<file path="src/rtl/multiplicador.sv">
// Scale price calculator: weight (g) times price (cents/kg), shown as euros and cents.
// Sequential shift-add multiply, then divide by 1000 and by 100 (restoring).
module multiplicador (
    input  logic       clk,
    input  logic       rst,
    input  logic [11:0] weightInGrams,
    input  logic [9:0] centimos,
    output logic [9:0] preco,
    output logic [9:0] precofr,
    output logic       valid
);

    typedef enum logic [2:0] {
        LOAD,
        MUL,
        DIV,
        SPLIT,
        UPDATE
    } state_t;

    state_t      state;
    state_t      state_nx;
    logic [4:0]  cnt;
    logic [21:0] mcand;
    logic [11:0] mplier;
    logic [21:0] acc;
    logic [9:0]  rem;
    logic [6:0]  rem2;

    logic [10:0] trial;
    logic        ge;
    logic [9:0]  diff;
    logic [7:0]  trial2;
    logic        ge2;
    logic [6:0]  diff2;

    // acc is the product, then the /1000 quotient, then the /100 quotient
    always_comb begin
        trial  = {rem, acc[21]};
        ge     = (trial >= 11'd1000);
        diff   = 10'(trial - 11'd1000);
        trial2 = {rem2, acc[12]};
        ge2    = (trial2 >= 8'd100);
        diff2  = 7'(trial2 - 8'd100);
    end

    always_ff @(posedge clk) begin
        if (rst) begin
            state <= LOAD;
        end else begin
            state <= state_nx;
        end
    end

    always_comb begin
        state_nx = state;
        unique case (state)
            LOAD:   state_nx = MUL;
            MUL:    if (cnt == 5'd11) state_nx = DIV;
            DIV:    if (cnt == 5'd21) state_nx = SPLIT;
            SPLIT:  if (cnt == 5'd12) state_nx = UPDATE;
            UPDATE: state_nx = LOAD;
            default: state_nx = LOAD;
        endcase
    end

    always_ff @(posedge clk) begin
        if (rst) begin
            cnt     <= '0;
            mcand   <= '0;
            mplier  <= '0;
            acc     <= '0;
            rem     <= '0;
            rem2    <= '0;
            preco   <= '0;
            precofr <= '0;
            valid   <= 1'b0;
        end else begin
            unique case (state)
                LOAD: begin
                    mcand  <= {12'd0, centimos};
                    mplier <= weightInGrams;
                    acc    <= '0;
                    rem    <= '0;
                    rem2   <= '0;
                    cnt    <= '0;
                end
                MUL: begin
                    if (mplier[0]) acc <= acc + mcand;
                    mcand  <= {mcand[20:0], 1'b0};
                    mplier <= {1'b0, mplier[11:1]};
                    cnt    <= (cnt == 5'd11) ? 5'd0 : cnt + 5'd1;
                end
                DIV: begin
                    rem <= ge ? diff : trial[9:0];
                    acc <= {acc[20:0], ge};
                    cnt <= (cnt == 5'd21) ? 5'd0 : cnt + 5'd1;
                end
                SPLIT: begin
                    rem2       <= ge2 ? diff2 : trial2[6:0];
                    acc[12:0]  <= {acc[11:0], ge2};
                    cnt        <= (cnt == 5'd12) ? 5'd0 : cnt + 5'd1;
                end
                UPDATE: begin
                    preco   <= acc[9:0];
                    precofr <= {3'd0, rem2};
                    valid   <= 1'b1;
                end
                default: cnt <= '0;
            endcase
        end
    end

endmodule

</file>
<file path="config.mk">
export PLATFORM = sky130hd
export DESIGN_NAME = multiplicador
export DESIGN_NICKNAME = d
export VERILOG_FILES = /design/src/rtl/multiplicador.sv
export SDC_FILE = /design/constraint.sdc
export NUM_CORES = 1
export LEC_CHECK = 0
export ABC_CLOCK_PERIOD_IN_PS = 2500
export CAP_MARGIN = 20
export CORE_MARGIN = 2
export CORE_UTILIZATION = 30
export CTS_CLUSTER_SIZE = 28
export DETAILED_ROUTE_END_ITERATION = 16
export DONT_BUFFER_PORTS = 1
export GPL_ROUTABILITY_DRIVEN = 0
export PLACE_DENSITY_LB_ADDON = 0.25
export SLEW_MARGIN = 20
export SYNTH_ARGS = -nofsm -noshare
export SYNTH_HDL_FRONTEND = slang
export SYNTH_SLANG_ARGS = --single-unit
export TNS_END_PERCENT = 10
</file>
<file path="constraint.sdc">
create_clock -name clk -period 2.5 [get_ports clk]
set_input_delay 0.5 -clock clk [delete_from_list [all_inputs] [get_ports clk]]
set_output_delay 0.5 -clock clk [all_outputs]
set_load 0.005 [all_outputs]
</file>
==> results of run 1 <==
==> cell type report <==
| class | count | share of cell area |
|---|---|---|
| Clock buffer | 11 | 0.0415 |
| Clock inverter | 4 | 0.00925 |
| Inverter | 15 | 0.00925 |
| Multi-Input combinational cell | 530 | 0.540 |
| Sequential cell | 99 | 0.326 |
| Tap cell | 229 | 0.0471 |
| Timing Repair Buffer | 22 | 0.0271 |
==> flip-flops by register name, indices dropped and copies added (netlist names) <==
register  count
precofr       7
mcand        22
preco        10
state         3
mplier       12
valid         1
acc          22
cnt           5
rem          10
rem2          7
==> cells in the final DEF, fill, tap and decap left out, types with 4 or more instances in the layout <==
cell type,instances
a211oi_1,26
a21o_1,5
a21oi_1,82
a222oi_1,5
a22o_1,6
a22oi_1,20
a31oi_1,5
and3_1,4
buf_4,22
clkbuf_16,9
dfxtp_1,98
ha_1,27
inv_1,14
mux2i_1,22
nand2_1,87
nand2b_1,6
nand3_1,23
nor2_1,65
nor2b_1,10
nor3_1,15
o21ai_0,34
o22ai_1,6
or3_1,5
xnor2_1,7
xor2_1,14
==> cell families after synthesis <==
family / count (synthesis) / synth area share
buf+inv: 61 / 0.0447
simple gates: 240 / 0.200
other cells: 1 / 0.000684
mux: 23 / 0.0422
fa+ha+maj: 28 / 0.0653
compound gates: 215 / 0.252
xor+xnor: 21 / 0.0336
flops: 99 / 0.362
==> repair_timing <==
item,4_1_cts,5_1_grt
resized for setup,0,5
setup endpoints to repair,0,6
hold buffers,0,0
==> through the flow <==
step	instance area, um2	worst slack (ns)
CTS	6070	0.0443
global placement	5760	0.157
floorplan	5490	0.190
finish	6090	0.138
global route	6090	0.00288
detailed placement	5760	0.0625
==> routing by layer <==
layer | wire length, um | part of all wire | up-vias | GRT usage
met1 | 6650 | 0.46 | 2333 | 0.196
li1 | - | - | 2459 | -
met3 | 683 | 0.047 | 24 | 0.0266
met4 | 250 | 0.017 | 0 | 0.0532
met5 | 0 | 0 | - | 0
met2 | 6800 | 0.47 | 107 | 0.252
==> critical path, delay by kind of cell, from the launching register on <==
family	cells	cell delay [ns]
compound gates	4	1.27
flops	1	0.40
simple gates	2	0.14
xor+xnor	1	0.10
fa+ha+maj	1	0.32
==> report_power, final <==
part | leakage (nW) | internal (mW) | switching [mW]
combinational | 1.30 | 0.0905 | 0.143
sequential | 0.803 | 1.61 | 0.0324
clock | 0.153 | 0.835 | 0.641
==> worst paths after layout <==
kind              from  slack [ns]         to
min                rst        0.20     rem[1]
max             acc[3]        0.14    acc[11]
max reg2reg     acc[3]        0.14    acc[11]
min reg2reg  mcand[17]        0.47  mcand[17]
==> impl_results.md, run 1 <==
* Hold slack at 0.205 ns
* Tot GR Track Use at 0.151
* Die area at ~0.019 mm2
* Most area-hungry cell type in the Yosys netlist: dfxtp_1
* Synth-to-layout area growth at 11.0%
* EDFF count, synth at 0
* Initial core utilization at 0.305
* Register area share after synthesis at 0.362
* Die width at around 140 um
* Final worst path period need at 2.36 ns
* CTS Buf Count at 9
* Root Buffer: clkbuf_16
* Antenna violations before repair at 0
* CTS Buffer Depth at 2
* Worst Max-Slew Pin Slew at 0.727 ns
* Syn_area_per_cell at 7.97 um2
* Max frequency at between 400 and 500 MHz
* Setup tns final at 0 ns
* # setup viols final at 0
* Mapped Area at approximately 0.0055 mm2
* DRC Markers at 0
* I/O Pins at 45
* Pwr Density at around 550 mW/mm2
* Routed len/inst at 15.8 um
* Power, Total at around 3.4 mW
* Max-slew headroom at 0.513
* Cells taking the most area after synthesis: dfxtp_1 (36%), a21oi_1 (7.6%), ha_1 (6.2%)
* CP Launch Type: register
* Synth Register Bits at 99
* Worst-path fanout max at 5
* Hold Violations, Final at 0
* Mapped Cells at approximately 690
* Register area at between 0.0015 and 0.002 mm2
* Drt pass-1 iters at 5
* CP max stage delay at between 0.4 and 0.5 ns
* Reg2Reg Depth at 8
* DPL Wire Length at 10200 um
* Diode count at 0
* I/O Buffers at 0
* Die Height at 139 um
* Area occupied by multi-input gates at roughly 0.0033 mm2
* Post-route ant nets at 0
* Leakage dissipation at approximately 2.3 nW
* Fin util at 0.339
* Grt ovf at 0
* WL final at about 14000 um
* Final Skew at approximately 0.012 ns
* Data arrival, critical path at ~2.6 ns
* Hold path cells at 1
* Via count at 4923
* RSZ-0062 raised after global routing: no
* Dpl cells at a little under 900
* Worst-Skew Late Latency at roughly 0.36 ns
* Fraction of layout cells with a size suffix above 1 at 0.0866
* DRT iter0 DRCs at 312
* Final cell count without fillers at roughly 900
* Critical path class: reg -> reg
* Final Slew Violations at 0
* CTS H-tree lvls at 3
* Crit path capture type: register
* Share of the synthesized area in the top cell type at 0.362
* Max-cap violations at 0
* CTS Sinks at 99
* Slowest CP cell: a311o_2
* CTS tree: yes
* Hold Path Class: in -> reg
* Peak VDD IR at 0.000310 V
* Post-CTS Setup Repair Bufs at 0
* Vias in the first global route at ~4.7k
* Clock transition at path regs at 0.08 ns
* Largest net degree at the start of global routing at slightly above 100
* Yosys cell types at 60
* Most frequent cell after synthesis: dfxtp_1
* First-pass GRT wire length at 24000 um
* Critical-path cell list: ha_1, a21oi_1, nor2b_1, a311o_2, a41oi_2, xnor2_1, a222oi_1, nor3_1
* Core area at 0.0180 mm2
* Synth Warn # at 0
* Final nets at ~730
* Synth Flop Type: dfxtp_1
* Status: finished clean
* Vias/cell at between 5 and 6
* Fillers at 1882
* Worst EP required at between 2 and 3 ns
* Site row count at between 40 and 50
* Post-synth top cells: dfxtp_1 (99), nand2_1 (87), a21oi_1 (83)
* Asr flop ratio synth at 0
* Final worst-path cycle share at 0.945
(Power assumes the default switching activity.)
==> run 2, diff against run 1 <==
--- a/config.mk
+++ b/config.mk
@@ -5,7 +5,7 @@
 export SDC_FILE = /design/constraint.sdc
 export NUM_CORES = 1
 export LEC_CHECK = 0
-export ABC_CLOCK_PERIOD_IN_PS = 2500
+export ABC_CLOCK_PERIOD_IN_PS = 2450
 export CAP_MARGIN = 20
 export CORE_MARGIN = 2
 export CORE_UTILIZATION = 30
==> constraint.sdc (replaced) <==
create_clock -name clk -period 2.45 [get_ports clk]
set_input_delay 0.49 -clock clk [delete_from_list [all_inputs] [get_ports clk]]
set_output_delay 0.49 -clock clk [all_outputs]
set_load 0.005 [all_outputs]
==> impl_results.md, run 2 (synthesized netlist as in run 1, its figures left out) <==
* DRT iter0 DRCs at 342
* Leakage dissipation at approximately 2.3 nW
* I/O Buffers at 0
* Crit path capture type: register
* Vias/cell at around 5.3
* First-pass GRT wire length at between 20000 and 25000 um
* CTS Buffer Depth at 2
* Clock transition at path regs at roughly 0.07 ns
* Final worst-path cycle share at 0.945
* Status: finished clean
* Root Buffer: clkbuf_16
* Via count at 4845
* CP Launch Type: register
* Initial core utilization at 0.305
* Site row count at just under 50
* WL final at between 10000 and 15000 um
* Dpl cells at ~900
* CTS H-tree lvls at 3
* Hold slack at ~0.22 ns
* Final Skew at around 0.0051 ns
* Grt ovf at 0
* Worst Max-Slew Pin Slew at between 0.7 and 0.8 ns
* Tot GR Track Use at 0.148
* CTS resizes at 0
* Die width at 139 um
* I/O Pins at 45
* Die area at between 0.015 and 0.02 mm2
* Most common cell after layout, fill and taps aside: dfxtp_1
* Post-route ant nets at 0
* Max frequency at 432 MHz
* Final nets at roughly 730
* Worst-path fanout max at 7
* Peak VDD IR at 0.000341 V
* DPL Wire Length at between 10000 and 15000 um
* Post-CTS Setup Repair Bufs at 0
* Critical path class: reg -> reg
* Final Slew Violations at 0
* Antenna violations before repair at 0
* Biggest regs: acc (22), mcand (22), mplier (12)
* Setup tns final at 0 ns
* CTS Buf Count at 9
* Hold Path Class: in -> reg
* Worst EP required at 2.69 ns
* CTS tree: yes
* Hold_buf cts at 0
* Vias in the first global route at between 4k and 5k
* CTS Sinks at 99
* Pre-CTS setup slack at roughly 0.056 ns
* Worst-Skew Late Latency at 0.35 ns
* DRC Markers at 0
* Hold Violations, Final at 0
* Final worst path period need at around 2.3 ns
* # setup viols final at 0
* Largest net degree at the start of global routing at about 100
* Die Height at roughly 140 um
* Diode count at 0
* Pwr Density at approximately 550 mW/mm2
* Final cell count without fillers at approximately 910
* Max-slew headroom at 0.522
* Synth-to-layout area growth at 11.4%
* Fraction of layout cells with a size suffix above 1 at 0.0906
* Data arrival, critical path at between 2 and 3 ns
* Commonest non-fill, non-tap cells in the layout: dfxtp_1 (98), nand2_1 (87), a21oi_1 (81), nor2_1 (65), o21ai_0 (33)
* Fillers at 1906
* Core area at approximately 0.018 mm2
* Worst reg-to-reg setup slack at ~0.13 ns
* Routed len/inst at around 16 um
* Drt pass-1 iters at 5
* RSZ-0062 raised after global routing: yes
* Max-cap violations at 0
* PnR worst setup slack at ~0.13 ns
## run 2: worst paths after layout
path              start  cells after the start         end
min                 rst                      1     acc[18]
max             acc[16]                      8     acc[21]
max reg2reg     acc[16]                      8     acc[21]
min reg2reg  precofr[4]                      2  precofr[4]
## run 2: layout make-up
cell class / count / area, um2 / share of cell area
sequential: 99 / 1980 / 0.325
clock buffer: 11 / 243 / 0.0397
clock inverter: 4 / 51.3 / 0.00840
inverter: 15 / 56.3 / 0.00922
tap: 229 / 287 / 0.0469
timing repair buffer: 25 / 188 / 0.0307
multi-input combinational: 530 / 3300 / 0.540
## run 2: metal layers
layer | vias up | part of all wire | global-route usage
li1 | 2458 | - | -
met1 | 2266 | 0.46 | 0.186
met2 | 104 | 0.48 | 0.250
met3 | 17 | 0.049 | 0.0397
met4 | 0 | 0.016 | 0.0436
met5 | - | 0 | 0
## run 2: worst max-delay path, cell delays in order (launching register included)
cell,delay (ns)
dfxtp_1,0.46
ha_1,0.38
and3_1,0.26
and2_1,0.22
a21oi_1,0.17
nor2_1,0.06
a211oi_1,0.23
o21ai_1,0.14
mux2_2,0.28
## run 2: power breakdown
part	switching (mW)	internal [mW]	leakage, nW
registers	0.0334	1.64	0.803
logic	0.148	0.0953	1.31
clock network	0.624	0.815	0.142
## run 2: stage by stage
stage,util,total power [mW],area [um2]
after detailed placement,0.322,1.95,5780
after global placement,0.322,1.95,5780
after global routing,0.340,3.49,6110
after CTS,0.338,3.40,6080
final,0.340,3.36,6110
after floorplan,-,1.91,5490
==> RTL edit (flow settings as in run 1) <==
Register the output `preco` once more, cleared by the reset; this adds one clock of latency there. The other outputs are not delayed to match.
--- a/src/rtl/multiplicador.sv
+++ b/src/rtl/multiplicador.sv
@@ -18,4 +18,6 @@
         UPDATE
     } state_t;
+
+    logic [9:0] preco_s0;
 
     state_t      state;
@@ -73,5 +75,5 @@
             rem     <= '0;
             rem2    <= '0;
-            preco   <= '0;
+            preco_s0 <= '0;
             precofr <= '0;
             valid   <= 1'b0;
@@ -103,5 +105,5 @@
                 end
                 UPDATE: begin
-                    preco   <= acc[9:0];
+                    preco_s0 <= acc[9:0];
                     precofr <= {3'd0, rem2};
                     valid   <= 1'b1;
@@ -112,4 +114,12 @@
     end
 
+    always_ff @(posedge clk) begin
+        if (rst) begin
+            preco <= '0;
+        end else begin
+            preco <= preco_s0;
+        end
+    end
+
 endmodule
 
Function: same outputs for any inputs over 10 cycles, from zero or initial values and one cycle with rst high; that may be too few to reach the edited logic, so the function may still have changed.
==> RTL edit against run 1 <==
Hold slack gained 0.0066 ns; sequential cell count grew 10; wire length shrank 5.6%; sequential share of layout area grew 3.2 points; setup slack gained 0.029 ns; design area grew 0.45%; synthesized area grew 0.71%; critical endpoint is now acc[21]; largest cell class unchanged.
Power is not compared: it rests on default switching activity, and its combinational part moved more than twofold at a synthesized area within 25%.
==> RTL edit: results (changes against run 1) <==
yosys_warnings: 0  # unchanged
syn_area_mm2: 0.00552  # was 0.00548 mm^2
synth.yosys.seq_area_share_pct: 39.5  # was 36.2%
status: "finished, final reports clean"  # unchanged
met2_length_mm: 6.44  # was 6.80 mm
root_buffer: "clkbuf_16"  # unchanged
dp_slack_ns: 0.0884  # was 0.0625 ns
min_path_cells: 1  # unchanged
drt_iter0_markers: 247  # was 312
clock_skew_ns: 0.0102  # was 0.0117 ns
rrSetupSlack_ns: 0.17  # was 0.14 ns
numCtsBuffers: 9  # unchanged
critical_path.startpoint: "acc[11]"  # was acc[3]
drt_first_pass_iters: 4  # was 5
synthTopCellsByArea: "dfxtp_1 40%, ha_1 6.1%, nor2_1 5.8%"  # was dfxtp_1 36%, a21oi_1 7.6%, ha_1 6.2%
r2r_cells: 9  # was 8
slew_headroom_pct: 54.3  # was 51.3%
synthMuxAreaShare_pct: 2.18  # was 4.22%
cp_max_fo: 7  # was 5
top_layer_used: "met4"  # unchanged
r2r_end: "acc[21]"  # was acc[11]
synth_xor_area_share_pct: 3.65  # was 3.36%
wire_per_inst_um: 15.2  # was 15.8 um
met1_length_mm: 6.31  # was 6.65 mm
async_flop_share_pct: 0  # unchanged
grt_max_degree: 111  # was 102
fill_cells: 1928  # was 1,882
grt_pass1_vias: 4505  # was 4,747
cpPeakStageDelay_ns: 0.39  # was 0.41 ns
synth_fa_ha_area_share_pct: 6.48  # was 6.53%
crit_arrival_ns: 2.56  # was 2.60 ns
nets: 710  # was 729
grtUsageMet2_pct: 23.7  # was 25.2%
syn_inst: 666  # was 688
grt_use_met1_pct: 18.1  # was 19.6%
grt_pass1_wl_mm: 22.5  # was 24.0 mm
hold_path_startpoint: "rst"  # unchanged
seq-power_mw: 2.33
numPlacedInstances: 876  # was 895
grt_use_met3_pct: 3.10  # was 2.66%
clk_pin_slew_ns: 0.08  # about the same
detailed_place.area_mm2: 0.00580  # was 0.00576 mm^2
via_per_inst: 5.25  # was 5.41
synth_common_cells: "109 x dfxtp_1, 86 x nor2_1, 73 x nand2_1, 48 x a21oi_1, 35 x clkbuf_1"  # was 99 x dfxtp_1, 87 x nand2_1, 83 x a21oi_1, 66 x nor2_1, 36 x clkbuf_1
fin_cells: 892  # was 910
max-vdd-ir-drop_mv: 0.471
htreeDepth: 3  # unchanged
fin_hold_ws_ns: 0.212  # was 0.205 ns
synth-compound-area-share_pct: 24.1  # was 25.2%
gr-usage-all-layers_pct: 14.2  # was 15.1%
post-dp-hpwl_mm: 9.66  # was 10.2 mm
slowest_stage: "ha_1"  # was a311o_2
drive_gt1_share_pct: 9.65  # was 8.66%
wl_met3_um: 566  # was 683 um
synthDistinctLibCells: 65  # was 60
hold_end: "mplier[5]"  # was rem[1]
clock.fmax_ghz: 0.429  # was 0.423 GHz
intPower_mw: 3.71
synth_flop_cell: "dfxtp_1"  # unchanged
## RTL edit: cell count changes in the layout (fill, tap and decap cells not counted), moves of 7 or more
cell      before  now
nor2_1        65   86
a21oi_1       82   45
nand2_1       87   73
a211oi_1      26   15
mux2i_1       22   12
a311oi_1       1   11
xnor2_1        7   16
nand3_1       23   11
a221oi_1       1   11
xor2_1        14    7
dfxtp_1       98  106
a22oi_1       20   30
## RTL edit: layout make-up
| cell class | count | area (um^2) | share of cell area, % |
|---|---|---|---|
| Multi-Input combinational cell | 498 | 3120 | 51.0 |
| Sequential cell | 109 | 2190 | 35.7 |
| Tap cell | 229 | 287 | 4.69 |
| Clock buffer | 10 | 229 | 3.74 |
| Timing Repair Buffer | 24 | 180 | 2.95 |
| Inverter | 16 | 60.1 | 0.982 |
| Clock inverter | 6 | 56.3 | 0.921 |
## RTL edit: what timing repair did
action	4_1_cts	5_1_grt
resized for setup	0	9
hold buffers	0	0
setup endpoints to repair	0	7
